[src/rtl/riscv_test_monitor.sv]
// Completion monitor for riscv-tests images: decodes tohost stores into pass/fail/timeout.
// Optional TEST_MON_FINISH_EN adds a simulation-only report and $finish on termination.
module riscv_test_monitor #(
  parameter int                XLEN        = 32,
  parameter logic [XLEN-1:0]   TOHOST_ADDR = 'h1000,
  parameter int                TIMEOUT     = 5000,
  parameter int                CNT_W       = 32
) (
  input  logic                clk,
  input  logic                rst,
  input  logic                start,
  input  logic                st_valid,
  input  logic [XLEN-1:0]     st_addr,
  input  logic [XLEN-1:0]     st_data,
  input  logic [XLEN/8-1:0]   st_strb,
  output logic                done,
  output logic                pass,
  output logic                fail,
  output logic                timeout,
  output logic [XLEN-2:0]     test_num,
  output logic [CNT_W-1:0]    cycles
);

  typedef enum logic [2:0] {S_IDLE, S_RUN, S_PASS, S_FAIL, S_TOUT} state_t;

  // One extra bit so that TIMEOUT==0 (all-ones after -1) can never match a counter value.
  localparam logic [CNT_W:0]  WD_LAST  = (CNT_W+1)'(TIMEOUT - 1);
  localparam logic [XLEN-1:0] PASS_VAL = {{(XLEN-1){1'b0}}, 1'b1};

  state_t            r_state;
  logic              r_done;
  logic              r_pass;
  logic              r_fail;
  logic              r_tout;
  logic [XLEN-2:0]   r_test_num;
  logic [CNT_W-1:0]  r_cycles;

  logic              w_hit;
  logic              w_wdog;

  assign w_hit  = st_valid && (st_addr == TOHOST_ADDR) && (&st_strb);
  assign w_wdog = (TIMEOUT != 0) && ({1'b0, r_cycles} == WD_LAST);

  always_ff @(posedge clk) begin
    if (!rst) begin
      r_state    <= S_IDLE;
      r_done     <= 1'b0;
      r_pass     <= 1'b0;
      r_fail     <= 1'b0;
      r_tout     <= 1'b0;
      r_test_num <= '0;
      r_cycles   <= '0;
    end else if (start) begin
      // Re-arm from any state; a same-cycle tohost hit is discarded.
      r_state    <= S_RUN;
      r_done     <= 1'b0;
      r_pass     <= 1'b0;
      r_fail     <= 1'b0;
      r_tout     <= 1'b0;
      r_test_num <= '0;
      r_cycles   <= '0;
    end else if (r_state == S_RUN) begin
      if (w_hit && (st_data == PASS_VAL)) begin
        r_state <= S_PASS;
        r_pass  <= 1'b1;
        r_done  <= 1'b1;
      end else if (w_hit && st_data[0]) begin
        r_state    <= S_FAIL;
        r_fail     <= 1'b1;
        r_done     <= 1'b1;
        r_test_num <= st_data[XLEN-1:1];
      end else if (w_wdog) begin
        r_state <= S_TOUT;
        r_tout  <= 1'b1;
        r_done  <= 1'b1;
      end else if (r_cycles != {CNT_W{1'b1}}) begin
        r_cycles <= r_cycles + 1'b1;
      end
    end
  end

  assign done     = r_done;
  assign pass     = r_pass;
  assign fail     = r_fail;
  assign timeout  = r_tout;
  assign test_num = r_test_num;
  assign cycles   = r_cycles;

`ifdef TEST_MON_FINISH_EN
  logic r_done_d;
  logic r_fin_arm;

  // Report once when done rises, then end the simulation two cycles after the result shows.
  always_ff @(posedge clk) begin
    if (!rst) begin
      r_done_d  <= 1'b0;
      r_fin_arm <= 1'b0;
    end else begin
      r_done_d <= r_done;
      if (r_done && !r_done_d) begin
        $display("test monitor: result=%s test_num=%0d cycles=%0d",
                 r_pass ? "pass" : (r_fail ? "fail" : "timeout"), r_test_num, r_cycles);
        r_fin_arm <= 1'b1;
      end else if (r_fin_arm) begin
        $finish;
      end
    end
  end
`endif

endmodule

[config.mk]
export PLATFORM = sky130hd
export DESIGN_NAME = riscv_test_monitor
export DESIGN_NICKNAME = d
export VERILOG_FILES = /design/src/rtl/riscv_test_monitor.sv
export SDC_FILE = /design/constraint.sdc
export NUM_CORES = 1
export LEC_CHECK = 0
export CELL_PAD_IN_SITES_DETAIL_PLACEMENT = 1
export CELL_PAD_IN_SITES_GLOBAL_PLACEMENT = 1
export CORE_MARGIN = 1
export CORE_UTILIZATION = 35
export CTS_CLUSTER_DIAMETER = 120
export CTS_CLUSTER_SIZE = 28
export DETAILED_ROUTE_END_ITERATION = 12
export DONT_BUFFER_PORTS = 1
export GPL_TIMING_DRIVEN = 0
export PLACE_DENSITY_LB_ADDON = 0.1
export SYNTH_ARGS = -nofsm -noshare
export SYNTH_HDL_FRONTEND = slang
export SYNTH_SLANG_ARGS = --single-unit
[constraint.sdc]
create_clock -name clk -period 1.8 [get_ports clk]
set_input_delay 0.09 -clock clk [delete_from_list [all_inputs] [get_ports clk]]
set_output_delay 0.09 -clock clk [all_outputs]
set_load 0.03 [all_outputs]
==> flow_summary.json <==
{
  "period_minus_slack_ns": 2.25,
  "slew_headroom_pct": 32.5,
  "grt_pass1_wl_mm": 16.9,
  "initial_core_util_pct": 36.8,
  "area_growth_pct": 39.4,
  "violations": "DRC, setup timing",
  "reg2regPathDepth": 8,
  "crit_path_cell_trace": "nor4_4 > nand4_1 > or4_4 > nand3b_4 > buf_8 > buf_8 > mux2i_1 > nor2_1",
  "fin_ws_ns": -0.448,
  "yosysWarnings": 0,
  "drt_first_iter_violations": 103,
  "clkTransAtPathRegs_ns": 0.08,
  "finalHoldViolations": 0,
  "place_area_um2": 3500,
  "die_w_um": 98.5,
  "die_area_um2": 9700,
  "timing.setup.critical_path_class": "flop to flop",
  "p_leak_nw": 1.44,
  "rsz0062_at_grt": "true",
  "cts_made_buffers": 9,
  "crit_path_end_kind": "flop",
  "synth_ff_type": "dfxtp_1",
  "drc_errors": 16,
  "final_nets": 501,
  "fin_skew_ns": 0.0123,
  "drive_gt1_share_pct": 30.3,
  "antenna-diode-count": 0,
  "dp.cells": 474,
  "max_freq_mhz": 445,
  "postSynthAreaPerCell_um2": 8.91,
  "yosysSeqAreaShare_pct": 43.0,
  "hold_class": "input pin to flop",
  "row_count": 34,
  "ys_top_cells_by_area": "dfxtp_1 43%, mux2i_1 9.8%, nor2_1 5.8%",
  "fill_cells": 1002,
  "cp_slowest_cell": "or4_4",
  "fin_setup_tns_ns": -10.96,
  "synth-edff-count": 0,
  "syn_nets": 439,
  "vdd_ir_drop_max_uv": 343,
  "path_max_fanout": 8,
  "wirelength_mm": 11.1,
  "cts_tree": "yes",
  "grt_overflow": 0,
  "ios": 139,
  "synth_top_area_share_pct": 43.0,
  "slowest_delay_ns": 0.58,
  "r2r-start": "cycles[19]",
  "grt_pass1_vias": 3289,
  "worst_pin_slew_ns": 1.00,
  "gp_congestion": 0.729,
  "min-delay-start": "rst",
  "maxCapViolCount": 0,
  "instances_no_fill": 540,
  "synth_seq_cells": 70,
  "pre_cts_ws_ns": -0.631,
  "post_drt_wl_per_cell_um": 20.5,
  "worstPathRequired_ns": 2.01,
  "die_h_um": 98.5,
  "report.final.slew_viol_count": 0,
  "synth_cell_types": 49,
  "crit_arrival_ns": 2.46,
  "reg2reg_slack_ns": -0.45,
  "antenna_found_initial": 0,
  "portBuffers": 0,
  "whs_endpoint": "cycles[3]",
  "final_cell_mix": "47 x nor2_1, 38 x dfxtp_1, 33 x dlygate4sd3_1, 29 x mux2i_1, 23 x dfxtp_4",
  "grt_max_degree": 13,
  "p_per_area_nw_per_um2": 656,
  "cpMostUsedCell": "buf_8",
  "routed_via_density": 5.91,
  "syn_area_um2": 3260,
  "hpwlAfterDp_mm": 7.41,
  "grt_use_total_pct": 22.6,
  "fin_crit_sh_pct": 125,
  "hold_depth": 3,
  "final_common_cell": "nor2_1",
  "postRouteAntennaNets": 0,
  "num_vias": 3190,
  "root_buffer": "clkbuf_8",
  "core_um2": 8850,
  "clockBufferDepth": 2,
  "cts.sinks": 70,
  "stdcell_area_um2": 4540,
  "setup_viol": 35,
  "synth_top_area_cell": "dfxtp_1",
  "synth_cells": 366,
  "clock_latency_ns": 0.34,
  "htreeDepth": 3,
  "dr.pass1.iters": 8,
  "outcome": "finished, violations left",
  "reg2reg_to": "cycles[1]",
  "async_flop_share_pct": 0,
  "cp-start-kind": "flop"
}
state kept, by name, summed over array words and instances (netlist names):
name	cells
pass	1
done	1
r_state	3
cycles	32
fail	1
test_num	31
timeout	1
routing by layer:
metal | vias up | GRT usage (%) | routed length [um]
li1 | 1490 | - | -
met1 | 1543 | 27.9 | 4810
met2 | 136 | 37.5 | 5210
met3 | 21 | 7.16 | 843
met4 | 0 | 6.77 | 229
met5 | - | 0 | 0
what timing repair did:
item,CTS,global route
pin swaps,8,32
setup endpoints to repair,64,64
endpoints found under the hold margin,34,0
hold buffers,33,0
cloned,1,0
setup buffers,9,8
gates resized for setup,28,59
synthesized netlist by cell type, types with 5 or more instances:
cell / instances
a21oi_1: 20
and4_1: 5
buf_6: 5
clkbuf_1: 9
dfxtp_1: 70
inv_1: 5
mux2i_1: 32
nand2_1: 22
nand3_1: 13
nand4_1: 15
nor2_1: 50
nor4_1: 19
nor4b_1: 6
o211ai_1: 5
o21ai_0: 15
o31ai_1: 5
or3_1: 14
or4_1: 9
worst max-delay path by stage:
stage | from | endpoint | slack, ns | cells after the start
finish | cycles[19] | cycles[1] | -0.45 | 8
global route | cycles[19] | cycles[1] | -0.56 | 8
CTS | cycles[24] | cycles[4] | -0.42 | 8
detailed placement | cycles[19] | cycles[0] | -0.63 | 8
global placement | cycles[19] | cycles[1] | -0.59 | 8
floorplan | cycles[29] | cycles[1] | -0.22 | 8
logic make-up after synthesis:
| group | Yosys count | share of synthesized area (%) |
|---|---|---|
| multiplexers | 32 | 9.83 |
| flip-flops | 70 | 43.0 |
| AND/OR/NAND/NOR | 179 | 30.7 |
| adder cells (fa/ha/maj) | 1 | 0.384 |
| XOR/XNOR | 3 | 0.806 |
| buffers and inverters | 24 | 4.34 |
| AO/OA/AOI/OAI | 57 | 10.9 |
through the flow:
| stage | hold slack [ns] | util, % | power [mW] |
|---|---|---|---|
| floorplan | 0.223 | - | 1.66 |
| global placement | 0.236 | 39.5 | 1.69 |
| detailed placement | 0.237 | 39.5 | 1.70 |
| CTS | 0.0580 | 48.1 | 3.01 |
| global route | 0.0970 | 51.3 | 3.09 |
| finish | 0.0677 | 51.3 | 2.98 |
worst max-delay path, delay by kind of cell, from the launching register on:
kind                   cells  cell delay [ns]
and+or+nand+nor            5             1.25
DFF                        1             0.42
buffers and inverters      2             0.27
muxes                      1             0.18
where the power goes:
part           internal, mW  switching [mW]
registers              1.52         0.00853
clock network         0.576           0.628
logic                 0.132           0.118
total                  2.23           0.755
cell type report:
cell class	count	area (um^2)	area share (%)
buffer	19	186	4.10
clock buffer	10	149	3.28
clock inverter	5	31.3	0.689
inverter	5	18.8	0.413
multi-input combinational	272	2010	44.2
sequential	70	1500	33.0
tap	108	135	2.97
timing repair buffer	51	514	11.3
No activity file was read; power rests on OpenSTA's default activity.
